===== config.mk =====
export PLATFORM = sky130hd
export DESIGN_NAME = chimp_board_loader
export DESIGN_NICKNAME = d
export VERILOG_FILES = /design/src/rtl/chimp_board_loader.sv
export SDC_FILE = /design/constraint.sdc
export NUM_CORES = 1
export LEC_CHECK = 0
export BUFFER_PORTS_ARGS = -buffer_cell sky130_fd_sc_hd__buf_2
export CAP_MARGIN = 30
export CORE_MARGIN = 10
export CORE_UTILIZATION = 59
export CTS_CLUSTER_DIAMETER = 80
export DETAILED_ROUTE_END_ITERATION = 8
export HOLD_SLACK_MARGIN = 0.1
export PLACE_DENSITY_LB_ADDON = 0.3
export SETUP_SLACK_MARGIN = 0.5
export SLEW_MARGIN = 20
export SYNTH_ARGS = -nofsm -noshare
export SYNTH_HDL_FRONTEND = slang
export SYNTH_SLANG_ARGS = --single-unit
export TNS_END_PERCENT = 10

===== constraint.sdc =====
create_clock -name clk -period 3.3 [get_ports clk]
set_input_delay 0.495 -clock clk [delete_from_list [all_inputs] [get_ports clk]]
set_output_delay 0.495 -clock clk [all_outputs]
set_load 0.03 [all_outputs]

===== src/rtl/chimp_board_loader.sv =====
// Places numbers 1..N into distinct pseudo-random cells of the 8x8 chimp-test board
// and streams one write command per number to the board datapath.
module chimp_board_loader #(
   parameter logic [15:0] SEED      = 16'hACE1,
   parameter int          MIN_COUNT = 4
) (
   input  logic       clk,
   input  logic       iReset,
   input  logic       iStart,
   input  logic [4:0] iLevel,
   input  logic       iWrReady,
   output logic       oWrValid,
   output logic [2:0] oCellX,
   output logic [2:0] oCellY,
   output logic [4:0] oNum,
   output logic       oBusy,
   output logic       oDone
);

   typedef enum logic [2:0] {
      IDLE,
      PICK,
      CHECK,
      EMIT,
      DONE
   } state_t;

   state_t      state;
   state_t      state_next;
   logic [15:0] lfsr;
   logic [15:0] lfsr_next;
   logic [63:0] map;
   logic [5:0]  idx;
   logic [4:0]  num;
   logic [4:0]  count;
   logic [5:0]  level_sum;
   logic [4:0]  count_sat;

   // Cell count saturates at 31 so the probe loop always finds a free cell.
   assign level_sum = {1'b0, iLevel} + 6'(MIN_COUNT);
   assign count_sat = (level_sum > 6'd31) ? 5'd31 : level_sum[4:0];

   assign lfsr_next = {1'b0, lfsr[15:1]} ^ (lfsr[0] ? 16'hB400 : 16'h0000);

   // NOTE: sequential state uses non-blocking assignments so every register
   // samples pre-edge values regardless of process ordering.
   always_ff @(posedge clk) begin
      if (iReset) begin
         state <= IDLE;
      end else begin
         state <= state_next;
      end
   end

   // NOTE: the default assignment first keeps this combinational block latch-free.
   always_comb begin
      state_next = state;
      case (state)
         IDLE:    if (iStart) state_next = PICK;
         PICK:    state_next = CHECK;
         CHECK:   if (!map[idx]) state_next = EMIT;
         EMIT:    if (iWrReady) state_next = (num == count) ? DONE : PICK;
         DONE:    state_next = IDLE;
         default: state_next = IDLE;
      endcase
   end

   always_comb begin
      oBusy    = (state != IDLE);
      oDone    = (state == DONE);
      oWrValid = (state == EMIT);
   end

   // NOTE: the 64-bit occupancy map is plain flops, so it is reset along with
   // the rest; it is also cleared at the start of every round.
   always_ff @(posedge clk) begin
      if (iReset) begin
         lfsr   <= SEED;
         map    <= '0;
         idx    <= '0;
         num    <= '0;
         count  <= '0;
         oCellX <= '0;
         oCellY <= '0;
         oNum   <= '0;
      end else begin
         lfsr <= lfsr_next;
         case (state)
            IDLE: begin
               if (iStart) begin
                  count <= count_sat;
                  num   <= 5'd1;
                  map   <= '0;
               end
            end
            PICK: idx <= lfsr[5:0];
            CHECK: begin
               if (!map[idx]) begin
                  map[idx] <= 1'b1;
                  oCellX   <= idx[2:0];
                  oCellY   <= idx[5:3];
                  oNum     <= num;
               end else begin
                  idx <= idx + 6'd1;
               end
            end
            EMIT: begin
               if (iWrReady && (num != count)) num <= num + 5'd1;
            end
            default: ;
         endcase
      end
   end

endmodule


## Word level (Yosys, flattened, before mapping)

Index checks and enable logic that the tools add are counted.

| word-level totals | value |
|---|---|
| register bits | 110 |
| bits of input ports | 9 |
| output and inout bits | 14 |
| logic and storage cells | 61 |

| cells by class | value |
|---|---|
| add/sub/neg operators | 3 |
| order comparisons | 3 |
| equal/unequal tests | 11 |
| multiplexer cells | 19 |
| bitwise logic cells | 3 |
| reductions and logical operators | 13 |

Operator list:

| operator | count |
|---|---|
| $mux W64 | 2 |
| $pmux W64 S2 | 1 |
| $or A64 B64 Y64 | 1 |
| $mux W16 | 1 |
| $xor A15 B16 Y16 | 1 |
| $mux W5 | 3 |
| $mux W3 | 4 |
| $pmux W3 S4 | 1 |
| $pmux W6 S2 | 1 |
| $pmux W5 S2 | 1 |
| $reduce_and A3 Y1 | 3 |
| $ne A2 B2 Y1 const B | 4 |
| $lt A6 B7 Y1 const B | 1 |
| $add A5 B3 Y6 const B | 1 |
| $add A6 B1 Y6 const B | 1 |
| $bmux W1 S6 | 1 |
| $demux W1 S6 | 1 |
| $eq A3 B2 Y1 const B | 2 |
| $ge A6 B1 Y1 const B | 1 |
| $gt A6 B5 Y1 const B | 1 |
| $mux W6 | 1 |
| $reduce_and A2 Y1 | 3 |
| $reduce_bool A2 Y1 | 3 |
| $add A5 B1 Y5 const B | 1 |
| 10 further kinds | 12 |

## Logic depth before layout (Yosys ltp)

| depth | value |
|---|---|
| depth after elaboration | 7 |
| mapped depth | 12 |
| mapped depth without buffers | 7 |

## Worst setup path before layout

OpenSTA, ideal clock, no wires.

| path | value |
|---|---|
| path type | register to register |
| from | register idx[0] |
| to | register oCellX[2] |
| library setup time | 0.128 ns |
| arrival | 2.495 ns |
| data required time | 3.172 ns |
| slack | 0.677 ns |
| stages on the path, launching flop included | 11 |
| path buffers | 3 |
| period minus slack after synthesis | 2.623 ns |
| cell sequence | dfxtp_1 -> buf_6 -> mux4_2 -> nor3b_1 -> a2111o_1 -> a2111oi_4 -> nand3_1 -> buf_2 -> buf_2 -> mux2i_1 -> nor2_1 |

| between the ends | value |
|---|---|
| cells in the longest elaborated chain, start to end | 4 |

RTL lines:

| item | line | RTL |
|---|---|---|
| start, declared | 33 | `logic [5:0] idx;` |
| start signal, assigned | 96 | `PICK: idx <= lfsr[5:0];` |
| start signal, assigned | 104 | `idx <= idx + 6'd1;` |
| $bmux W1 S6 | 98 | `if (!map[idx]) begin` |
| $mux W1 (implied by the code) | 98 |  |
| $not A1 Y1 (no source line) | n/a |  |
| $reduce_and A2 Y1 (no source line) | n/a |  |
| end signal, assigned | 100 | `oCellX <= idx[2:0];` |
| end, declared | 13 | `output logic [2:0] oCellX,` |

No other way between the ends. The select of a mux whose other input is x is not followed.
A chain may end at the register's enable or synchronous reset.

## Final worst setup path

| path | value |
|---|---|
| from | register idx[0] |
| to | register map[5] |

| between the ends | value |
|---|---|
| cells in the longest elaborated chain, start to end | 7 |
| elaborated cells between the ends (all ways) | 12 |
| those cells by class | order compare: 2; eq/ne: 1; mux: 6; bitwise: 1; reduce/logical: 2 |

RTL lines:

| item | line | RTL |
|---|---|---|
| $lt A6 B7 Y1 (implied by the code) / $ge A6 B1 Y1 (equally long branches) | 99 | `map[idx] <= 1'b1;` |
| $logic_and A1 B1 Y1 (implied by the code) | 99 |  |
| $mux W1 (implied by the code) | 99 |  |
| $demux W1 S6 | 99 |  |
| $or A64 B64 Y64 (no source line) | n/a |  |
| $mux W64 | 98 |  |
| $pmux W64 S2 | 88 | `case (state)` |
| end signal, assigned | 79 | `map <= '0;` |
| end signal, assigned | 93 | `map <= '0;` |
| end signal, assigned by index | 99 |  |
| end, declared | 32 | `logic [63:0] map;` |

Several ways; a longest one is shown, not always the timed one. The select of a mux whose other input is x is not followed.

==> impl_metrics.tcl <==
set metrics [dict create \
    yosys.area.top_type "dfxtp_1" \
    nets 517 \
    drive_gt1_frac 0.186 \
    yosys_most_used_dff "dfxtp_1" \
    drtIter0Drc 264 \
    postSynthCellCount 492 \
    finalCritPeriodShare 0.845 \
    fin_util 0.679 \
    mostFrequentLayoutCells "107 x dfxtp_1, 67 x nor3_1, 62 x o21a_1" \
    io_pins 23 \
    cap_violations 0 \
    clock_latency_ns 0.36 \
    final.setup.tns_ns 0 \
    clk_pin_slew_ns 0.10 \
    crit_fanout 8 \
    final_antenna_net_count 0 \
    start_util 0.608 \
    finalHoldViolCount 0 \
    fp.dieH_um 109 \
    rows 32 \
    status "finished, final reports clean" \
    timing.final.crit_period_ns 2.79 \
    dieArea_um2 12000 \
    avgViaCountPerCell 6.00 \
    post-synth-top-area-fraction 0.466 \
    synth.avg_cell_area_um2 9.60 \
    slowest_stage "mux4_2" \
    irDropWorstVdd_v 0.000271 \
    antenna_found_initial 0 \
    cp_num_cells 9 \
    grt_usage 0.170 \
    htree_levels 3 \
    cpPeakStageDelay_ns 0.52 \
    seq_area_frac_synth 0.466 \
    hold_path_class "in2reg" \
    synth_fp_nets 504 \
    vias 3673 \
    areaGrowthSynthToFinish_pct 11.8 \
    critPathRequiredTime_ns 3.59 \
    cts_buffers 9 \
    wl_per_cell_um 17.5 \
    cp-start-kind "flip-flop" \
    crit_buf_inv 2 \
    place_congestion 0.844 \
    ys_async_sr_fraction 0 \
    end_kind "flip-flop" \
    synth_warnings 0 \
    grt_overflow 0 \
    synth_seq_cells 110 \
    drt_pre_antenna_iters 5 \
    clock_skew_ns 0.0140 \
    critical_path_class "reg2reg" \
    worstPathArrival_ns 3.07 \
    io_buffer_count 22 \
    die_w_um 109 \
    slew_viol_final 0 \
    holdPathStages 2 \
    crit_chain "mux4_2, and3_4, a2111o_1, a2111oi_4, buf_4, nand3_4, buf_12, or3_1, a21oi_1" \
    hpwlAfterDp_um 6870 \
    fmax_ghz 0.359 \
    core_area_um2 7770 \
    max_slew_margin 0.442 \
    hold_ws_ns 0.354 \
    grt_max_degree 62 \
    syn_area_um2 4720 \
    grt_pass1_wl_um 16500 \
    power.total_mw 2.68 \
    max-clock-path-buffers 2 \
    cts-hold-fix-buffers 0 \
    layout_commonest_cell "dfxtp_1" \
    r2r_cells 9 \
    setup_viol 0 \
    crit_family "compound AO/OA/AOI/OAI gates" \
    power_density_nw_per_um2 508 \
    power.leakage_nw 1.99 \
    yosysUniqueCellTypes 44 \
    grt_pass1_vias 3433 \
    cts_num_sinks 110 \
    tightest_slew_ns 0.834 \
    n_antenna_cell 0 \
    grt_setup_unrepaired "yes" \
    cts_tree "built" \
    drc 0 \
    wl_um 10700 \
    synth.area.top_cells "dfxtp_1 47%, o21a_1 9.9%, nor3_1 7.2%" \
    root_buffer "clkbuf_8" \
    synth_edf_count 0 \
]
==> sequential cells by signal, summed over array words and instances (netlist names) <==
register  cells
count         5
oCellX        3
idx           6
state         3
map          64
num           5
oCellY        3
lfsr         16
oNum          5
==> metal layers <==
layer / global-route usage / up-vias / share of wire
met1: 0.220 / 1726 / 0.43
met4: 0.0632 / 0 / 0.016
met5: 0 / - / 0
li1: - / 1785 / -
met3: 0.0380 / 15 / 0.079
met2: 0.273 / 147 / 0.47
==> power by group <==
part | leakage [nW] | switching (mW) | internal [mW]
clock network | 0.0792 | 0.441 | 0.299
registers | 0.894 | 0.0551 | 1.37
logic | 1.01 | 0.302 | 0.212
==> cell type report <==
type / instances / area [um2]
fillers: 628 / 2490
multi-input cells: 331 / 2340
flip-flops and latches: 110 / 2210
repair buffers: 47 / 403
clock buffers: 12 / 145
well taps: 102 / 128
clock inverters: 4 / 31.3
inverters: 6 / 22.5
==> metrics by stage <==
step	std cells	setup slack, ns	instance area [um2]
CTS	601	0.515	5080
floorplan	492	0.677	4720
global placement	583	0.379	4880
global route	612	0.396	5280
finish	612	0.512	5280
detailed placement	583	0.268	4880
==> cell families after synthesis <==
group,Yosys count,share of synthesized area
AO/OA/AOI/OAI,98,0.157
XOR/XNOR,12,0.0223
adder cells (fa/ha/maj),3,0.00795
buffers and inverters,51,0.0458
flip-flops,110,0.466
multiplexers,36,0.103
AND/OR/NAND/NOR,182,0.198
==> worst register-to-register path, stage by stage (launching register included) <==
cell       delay [ns]
dfxtp_4          0.44
mux4_2           0.53
and3_4           0.18
a2111o_1         0.39
a2111oi_4        0.19
buf_4            0.19
nand3_4          0.11
buf_12           0.18
or3_1            0.36
a21oi_1          0.14
==> Yosys cell counts (2+ instances only) <==
master	count
a221oi_1	3
nand3_1	9
nor3b_1	6
mux2i_1	25
buf_2	8
nand2_1	15
a311oi_1	2
mux4_2	10
a31oi_1	2
inv_1	6
and3_1	3
a21oi_1	10
dfxtp_1	110
nand2b_1	6
buf_1	2
a41oi_1	2
nor2b_1	9
xor2_1	7
xnor2_1	5
nand3b_1	3
o221a_2	2
or3b_2	5
nand4_1	3
clkbuf_1	33
o21a_1	62
nor2_1	39
or3_1	6
nor3_1	68
buf_6	2
a22oi_1	4
ha_1	3
o21ai_0	4
or2_2	7
==> what timing repair did <==
action / 4_1_cts / 5_1_grt
resized for setup: 2 / 13
hold endpoints to repair: 0 / 0
setup endpoints to repair: 75 / 75
cloned: 0 / 4
pin swaps: 1 / 3
buffers inserted: 2 / 7
==> worst paths after layout <==
kind	start	to	slack (ns)
worst min register to register	lfsr[8]	lfsr[7]	0.42
worst max register to register	idx[0]	map[5]	0.51
worst min-delay path	iLevel[2]	count[2]	0.35
worst max-delay path	idx[0]	map[5]	0.51
Note: power is estimated with default switching activity, not from simulation.
